<file path="config.mk">
export PLATFORM = sky130hd
export DESIGN_NAME = key_input_ctrl
export DESIGN_NICKNAME = d
export VERILOG_FILES = /design/src/rtl/key_input_ctrl.sv
export SDC_FILE = /design/constraint.sdc
export NUM_CORES = 1
export LEC_CHECK = 0
export ABC_CLOCK_PERIOD_IN_PS = 2440
export BUFFER_PORTS_ARGS = -buffer_cell sky130_fd_sc_hd__clkbuf_2
export CAP_MARGIN = 20
export CORE_MARGIN = 1
export CORE_UTILIZATION = 35
export CTS_BUF_LIST = sky130_fd_sc_hd__clkbuf_8
export DETAILED_ROUTE_END_ITERATION = 6
export HOLD_SLACK_MARGIN = 0.02
export PLACE_DENSITY = 0.6
export SETUP_SLACK_MARGIN = 0.5
export SLEW_MARGIN = 20
export SYNTH_ARGS = -nofsm -noshare
export SYNTH_HDL_FRONTEND = slang
export SYNTH_SLANG_ARGS = --single-unit
</file>
<file path="constraint.sdc">
create_clock -name clk -period 2.44 [get_ports clk]
set_clock_uncertainty 0.2 [all_clocks]
set_input_delay 0.732 -clock clk [delete_from_list [all_inputs] [get_ports clk]]
set_output_delay 0.732 -clock clk [all_outputs]
set_load 0.02 [all_outputs]
</file>
<file path="src/rtl/key_input_ctrl.sv">
// Debounced eight-key input peripheral with STATUS / EVENT / MASK registers and a level IRQ.
// Optional release-event latch at Addr 3 is enabled by defining KEY_RELEASE_EVT_EN.
module key_input_ctrl #(
    parameter int unsigned DEBOUNCE_CYCLES = 20000,
    parameter int unsigned CNT_W           = 16,
    parameter int unsigned ACTIVE_LOW      = 1
) (
    input  logic        clk,
    input  logic        reset,
    input  logic [7:0]  key_raw,
    input  logic [1:0]  Addr,
    input  logic        WE,
    input  logic [31:0] Din,
    output logic [31:0] Dout,
    output logic        IRQ
);

    localparam int unsigned   NKEYS    = 8;
    localparam logic [7:0]    IDLE_LVL = (ACTIVE_LOW != 0) ? 8'hFF : 8'h00;
    localparam logic [CNT_W-1:0] CNT_LAST = CNT_W'(DEBOUNCE_CYCLES - 1);

    logic [7:0]       s1, s2, lv;
    logic [7:0]       stable, stable_nxt;
    logic [7:0]       evt_q, mask_q, rel_q, pending;
    logic [7:0]       press, wr_evt;
    logic [CNT_W-1:0] cnt     [NKEYS];
    logic [CNT_W-1:0] cnt_nxt [NKEYS];
    logic             unused_din;

    assign unused_din = ^Din[31:8];

    // Synchroniser resets to the idle pin level so no key looks pressed right after reset
    always_ff @(posedge clk) begin
        if (reset) begin
            s1 <= IDLE_LVL;
            s2 <= IDLE_LVL;
        end else begin
            s1 <= key_raw;
            s2 <= s1;
        end
    end

    assign lv = (ACTIVE_LOW != 0) ? ~s2 : s2;

    // Per-key debounce: any return to the accepted level restarts the count
    always_comb begin
        stable_nxt = stable;
        for (int i = 0; i < NKEYS; i++) begin
            cnt_nxt[i] = cnt[i];
            if (lv[i] == stable[i]) begin
                cnt_nxt[i] = '0;
            end else if (cnt[i] == CNT_LAST) begin
                stable_nxt[i] = lv[i];
                cnt_nxt[i]    = '0;
            end else begin
                cnt_nxt[i] = cnt[i] + CNT_W'(1);
            end
        end
    end

    always_ff @(posedge clk) begin
        if (reset) begin
            stable <= '0;
            for (int i = 0; i < NKEYS; i++) cnt[i] <= '0;
        end else begin
            stable <= stable_nxt;
            for (int i = 0; i < NKEYS; i++) cnt[i] <= cnt_nxt[i];
        end
    end

    assign press  = stable_nxt & ~stable;
    assign wr_evt = (WE && (Addr == 2'd1)) ? Din[7:0] : 8'h00;

    // Event latch: a hardware set in the same cycle as a W1C wins
    always_ff @(posedge clk) begin
        if (reset) begin
            evt_q  <= '0;
            mask_q <= '0;
        end else begin
            evt_q <= (evt_q & ~wr_evt) | press;
            if (WE && (Addr == 2'd2)) mask_q <= Din[7:0];
        end
    end

`ifdef KEY_RELEASE_EVT_EN
    logic [7:0] fall, wr_rel;

    assign fall   = stable & ~stable_nxt;
    assign wr_rel = (WE && (Addr == 2'd3)) ? Din[7:0] : 8'h00;

    always_ff @(posedge clk) begin
        if (reset) rel_q <= '0;
        else       rel_q <= (rel_q & ~wr_rel) | fall;
    end

    assign pending = evt_q | rel_q;
`else
    assign rel_q   = 8'h00;
    assign pending = evt_q;
`endif

    always_comb begin
        Dout = '0;
        case (Addr)
            2'd0:    Dout = {24'b0, stable};
            2'd1:    Dout = {24'b0, evt_q};
            2'd2:    Dout = {24'b0, mask_q};
            default: Dout = {24'b0, rel_q};
        endcase
    end

    assign IRQ = |(pending & mask_q);

endmodule
</file>
Word-level counts from Yosys, hierarchy flattened
Memory sizes are Yosys's and may differ from the RTL's.
Index checks and enable logic that the tools add are counted.
{ "totals": {"register_bits": 40, "ram_bits": 128, "input_bits": 45, "out_inout_bits": 33, "word_cells": 96, "n_memories": 1} }
{ "memory_table": {"columns": ["memory", "depth", "width", "read_ports", "rd_ports_with_merged_regs", "write_ports", "line", "rtl"], "rows": [
  ["cnt", 8, 16, 8, 0, 8, "26", "logic [CNT_W-1:0] cnt [NKEYS];"]
]} }
{ "op_classes": {"n_addsub": 8, "n_eq_ne": 18, "n_mux": 45, "n_bitwise": 15, "n_reduce_logical": 4} }
{ "ops": {"columns": ["operator", "n"], "rows": [
  ["$mux W16", 24],
  ["$add A16 B1 Y16 const B", 8],
  ["$eq A16 B15 Y1 const B", 8],
  ["$and A8 B8 Y8", 3],
  ["$not A8 Y8", 3],
  ["$pmux W8 S3", 1],
  ["$mux W1", 19],
  ["$eq A1 B1 Y1", 8],
  ["$mux W8", 1],
  ["$or A1 B1 Y1", 8],
  ["$or A8 B8 Y8", 1],
  ["$reduce_or A8 Y1", 1],
  ["$eq A2 B1 Y1 const B", 1],
  ["$eq A2 B2 Y1 const B", 1],
  ["$logic_and A1 B1 Y1", 2],
  ["$logic_not A2 Y1", 1]
]} }

Longest topological paths before layout
{ "depth": {"word_depth": 6, "ltp_mapped": 7} }

Worst setup path after synthesis
Ideal clock, no wire load.
{ "synth_path": {"path_kind": "input-to-output", "from": "in Addr[1]", "to": "out Dout[0]", "t_arrival_ns": 1.930, "slack_ns": -0.422, "stages": 6, "path_buffers": 3, "cell_sequence": "clkbuf_1 nor2b_1 clkbuf_1 clkbuf_1 nand2_1 o21ai_0"} }
{ "synth_via": {"elab_chain_cells": 2, "word_cells_on_any_way": 4, "classes_between": "eq/ne (2); mux (1); reduce/logical (1)"} }
{ "synth_rtl": {"columns": ["item", "line", "rtl"], "rows": [
  ["start, declared", "11", "input logic [1:0] Addr,"],
  ["$eq A2 B2 Y1, or another cell as far along", "104", "case (Addr)"],
  ["$pmux W8 S3 (*)", "104", null],
  ["end, declared", "14", "output logic [31:0] Dout,"]
]} }
Every way passes the cells marked *; elsewhere a longest branch is shown, timed or not.

Worst setup path after layout
{ "layout_path": {"from": "in Addr[1]", "to": "out Dout[3]"} }
The elaborated chain is that of the path after synthesis.

==> results_dict.tcl <==
set metrics [dict create \
    antenna_found_initial 2 \
    holdWs_ps 200 \
    synth_area_mm2 0.00743 \
    r2r_cells 4 \
    syn_to_final_growth_pct 25.3 \
    p_int_mw 3.82 \
    route.detailed.drc 0 \
    clock_power_share_pct 39.6 \
    fin_util_pct 45.4 \
    synth_seq_area_share_pct 45.3 \
    r2r-end "evt_q[2]$_SDFF_PP0_" \
    crit_chain "clkbuf_16, buf_6, mux2i_4, o21ai_4, buf_8" \
    place_area_mm2 0.00804 \
    wirelength_um 15100 \
    setup_viol_count_final 0 \
    final-hold-violation-count 0 \
    async_reset_ff_share_pct 0 \
    yosysMostFrequentCell "dfxtp_1" \
    vias 5766 \
    synth-seq-cells 168 \
    timing.fmax_ghz 0.411 \
    clock-root-buffer "clkbuf_8" \
    fin_area_mm2 0.00931 \
    min_path_type "flip-flop to flip-flop" \
    hold_path_end "s2[2]$_SDFF_PP1_" \
    synthTopCellsByCount "168 x dfxtp_1, 152 x nor2_1, 71 x xnor2_1" \
    switchingPower_mw 1.09 \
    dr.pass1.iters 4 \
    ant_nets 0 \
    synth_edf_count 0 \
    synth_top_area_share_pct 45.3 \
    path_class "input port to output port" \
    clock_latency_ps 450 \
    status "finished clean" \
    via_per_inst 4.82 \
    pin_count 78 \
    worst-slew-pin-transition_ps 755 \
    n_antenna_cell 0 \
    seq_power_share_pct 56.2 \
    synth_flop_cell "dfxtp_1" \
    fill_cells 1963 \
    drive_gt1_share_pct 28.0 \
    r2r_start "cnt[0][40]$_SDFF_PP0_" \
    required_ps 1510 \
    drt_iter0_markers 193 \
    cts_sinks 168 \
    hold_start "s1[2]$_SDFF_PP1_" \
    grt_pass1_wl_um 25700 \
    power_mw 4.92 \
    synth_top_area_cell "dfxtp_1" \
    crit_slowest_cell "mux2i_4" \
    die_h_um 148 \
    yosys_warnings 0 \
    dp_hpwl_um 9960 \
    gp_congestion 0.815 \
    cts_tree "yes" \
    path_max_fanout 4 \
    grt_usage_pct 14.7 \
    h-tree-depth 4 \
    cap_violations 0 \
    r2r_slack_ps 260 \
    clk_pin_slew_ps 80 \
    rsz0062_at_grt "yes" \
    core_mm2 0.0205 \
    grt_pass1_vias 5362 \
    netSwitchingFraction_pct 22.3 \
    cts_buffers 17 \
    endpoint_kind "output port" \
    dp_cells 1131 \
    slew-limit-headroom_pct 49.5 \
    holdPathStages 1 \
    synth_cell_types 41 \
    power.leakage_nw 3.09 \
    pwr-share-comb_pct 4.2 \
    p_per_area_mw_per_mm2 528 \
    slew_violations 0 \
    overflow 0 \
    die_area_mm2 0.0218 \
    wl_per_cell_um 12.6 \
    syn_avg_cell_area_um2 8.79 \
    post-route-period-util_pct 99.7 \
    layout_min_cycle_time_ps 2430 \
    peakVddDrop_v 0.000315 \
    fin_nets 969 \
    clk_path_buf_depth 2 \
    numPortBuffers 29 \
    synthTopCellsByArea "dfxtp_1 45%, xnor2_1 8.4%, nor2_1 7.7%" \
    initial_core_util_pct 36.3 \
    start_kind "input port" \
    std_cell_rows 52 \
    dieWidth_um 148 \
    worstPathArrival_ps 1500 \
    final_cells 1197 \
    grt_max_degree 19 \
    syn_inst 846 \
    worst_path_largest_cell_delay_ps 190 \
]
registers in the layout (all words and copies together), names as in the netlist:
name / count
cnt: 128
evt_q: 8
mask_q: 8
s1: 8
s2: 8
stable: 8
power by group through the flow:
stage          registers (mW)  clock network [mW]  logic, mW
3_5_place_dp             2.84                   0      0.168
5_1_grt                  2.77                2.16      0.221
2_1_floorplan            2.83                   0      0.152
6_report                 2.76                1.95      0.204
3_3_place_gp             2.84                   0      0.167
4_1_cts                  2.77                2.03      0.195
final cells by class:
class / instances / area (um2) / area share, %
clock buffer: 21 / 289 / 3.10
clock inverter: 9 / 101 / 1.09
inverter: 19 / 71.3 / 0.766
multi-input combinational: 634 / 4420 / 47.5
sequential: 168 / 3440 / 36.9
tap: 270 / 338 / 3.63
timing repair buffer: 76 / 651 / 6.99
layout by cell type (no fill, tap or decap), drive strengths merged, types with 5 or more instances in the layout:
cell,count
and4,10
o21ai,9
nand2b,5
xor2,44
mux2i,20
nor2,152
buf,56
or4,11
nand4,43
a22oi,6
nand2,55
nand3,49
nor4,34
ha,8
a21oi,13
or2,23
or4b,5
or3,9
inv,21
xnor2,71
clkbuf,41
conb,24
and3,10
dfxtp,168
nor3,21
metal layers:
layer  vias to the layer above  global-route usage, %  wire [um]
li1                       3004                      -          -
met1                      2679                   19.9       7470
met2                        62                   22.3       6950
met3                        17                   4.07        506
met4                         4                   5.41        185
met5                         -                      0         24
timing repair:
| action | CTS | global route |
|---|---|---|
| gates resized for setup | 90 | 90 |
| buffers inserted | 15 | 17 |
| pin swaps | 34 | 18 |
| hold endpoints to repair | 0 | 0 |
| endpoints found under the setup margin | 123 | 142 |
| hold buffers | 0 | 0 |
| cloned | 4 | 0 |
worst max-delay path by stage:
stage,start,to,slack (ps)
floorplan,Addr[1],Dout[5],50
global placement,Addr[1],Dout[2],-20
detailed placement,Addr[1],Dout[7],-30
CTS,Addr[0],Dout[6],-4
global route,Addr[1],Dout[6],-7
finish,Addr[1],Dout[3],7
through the flow:
stage	TNS [ps]	setup slack [ps]
3_5_place_dp	-122	-28.5
4_1_cts	-6.00	-4.19
3_3_place_gp	-117	-23.5
2_1_floorplan	0	47.0
5_1_grt	-7.08	-7.08
6_report	0	7.21
critical path: cells and delay by family:
| family | cells | cell delay [ps] |
|---|---|---|
| buffers and inverters | 3 | 400 |
| multiplexers | 1 | 190 |
| AO/OA/AOI/OAI | 1 | 170 |
cells by family after synthesis:
| logic type | Yosys count | synth area share [%] |
|---|---|---|
| compound gates | 33 | 2.64 |
| xor+xnor | 115 | 13.6 |
| fa+ha+maj | 8 | 1.35 |
| buf+inv | 71 | 5.00 |
| flops | 168 | 45.3 |
| mux | 20 | 2.69 |
| other cells | 1 | 0.0505 |
| simple gates | 430 | 29.5 |
(Power assumes the default switching activity.)
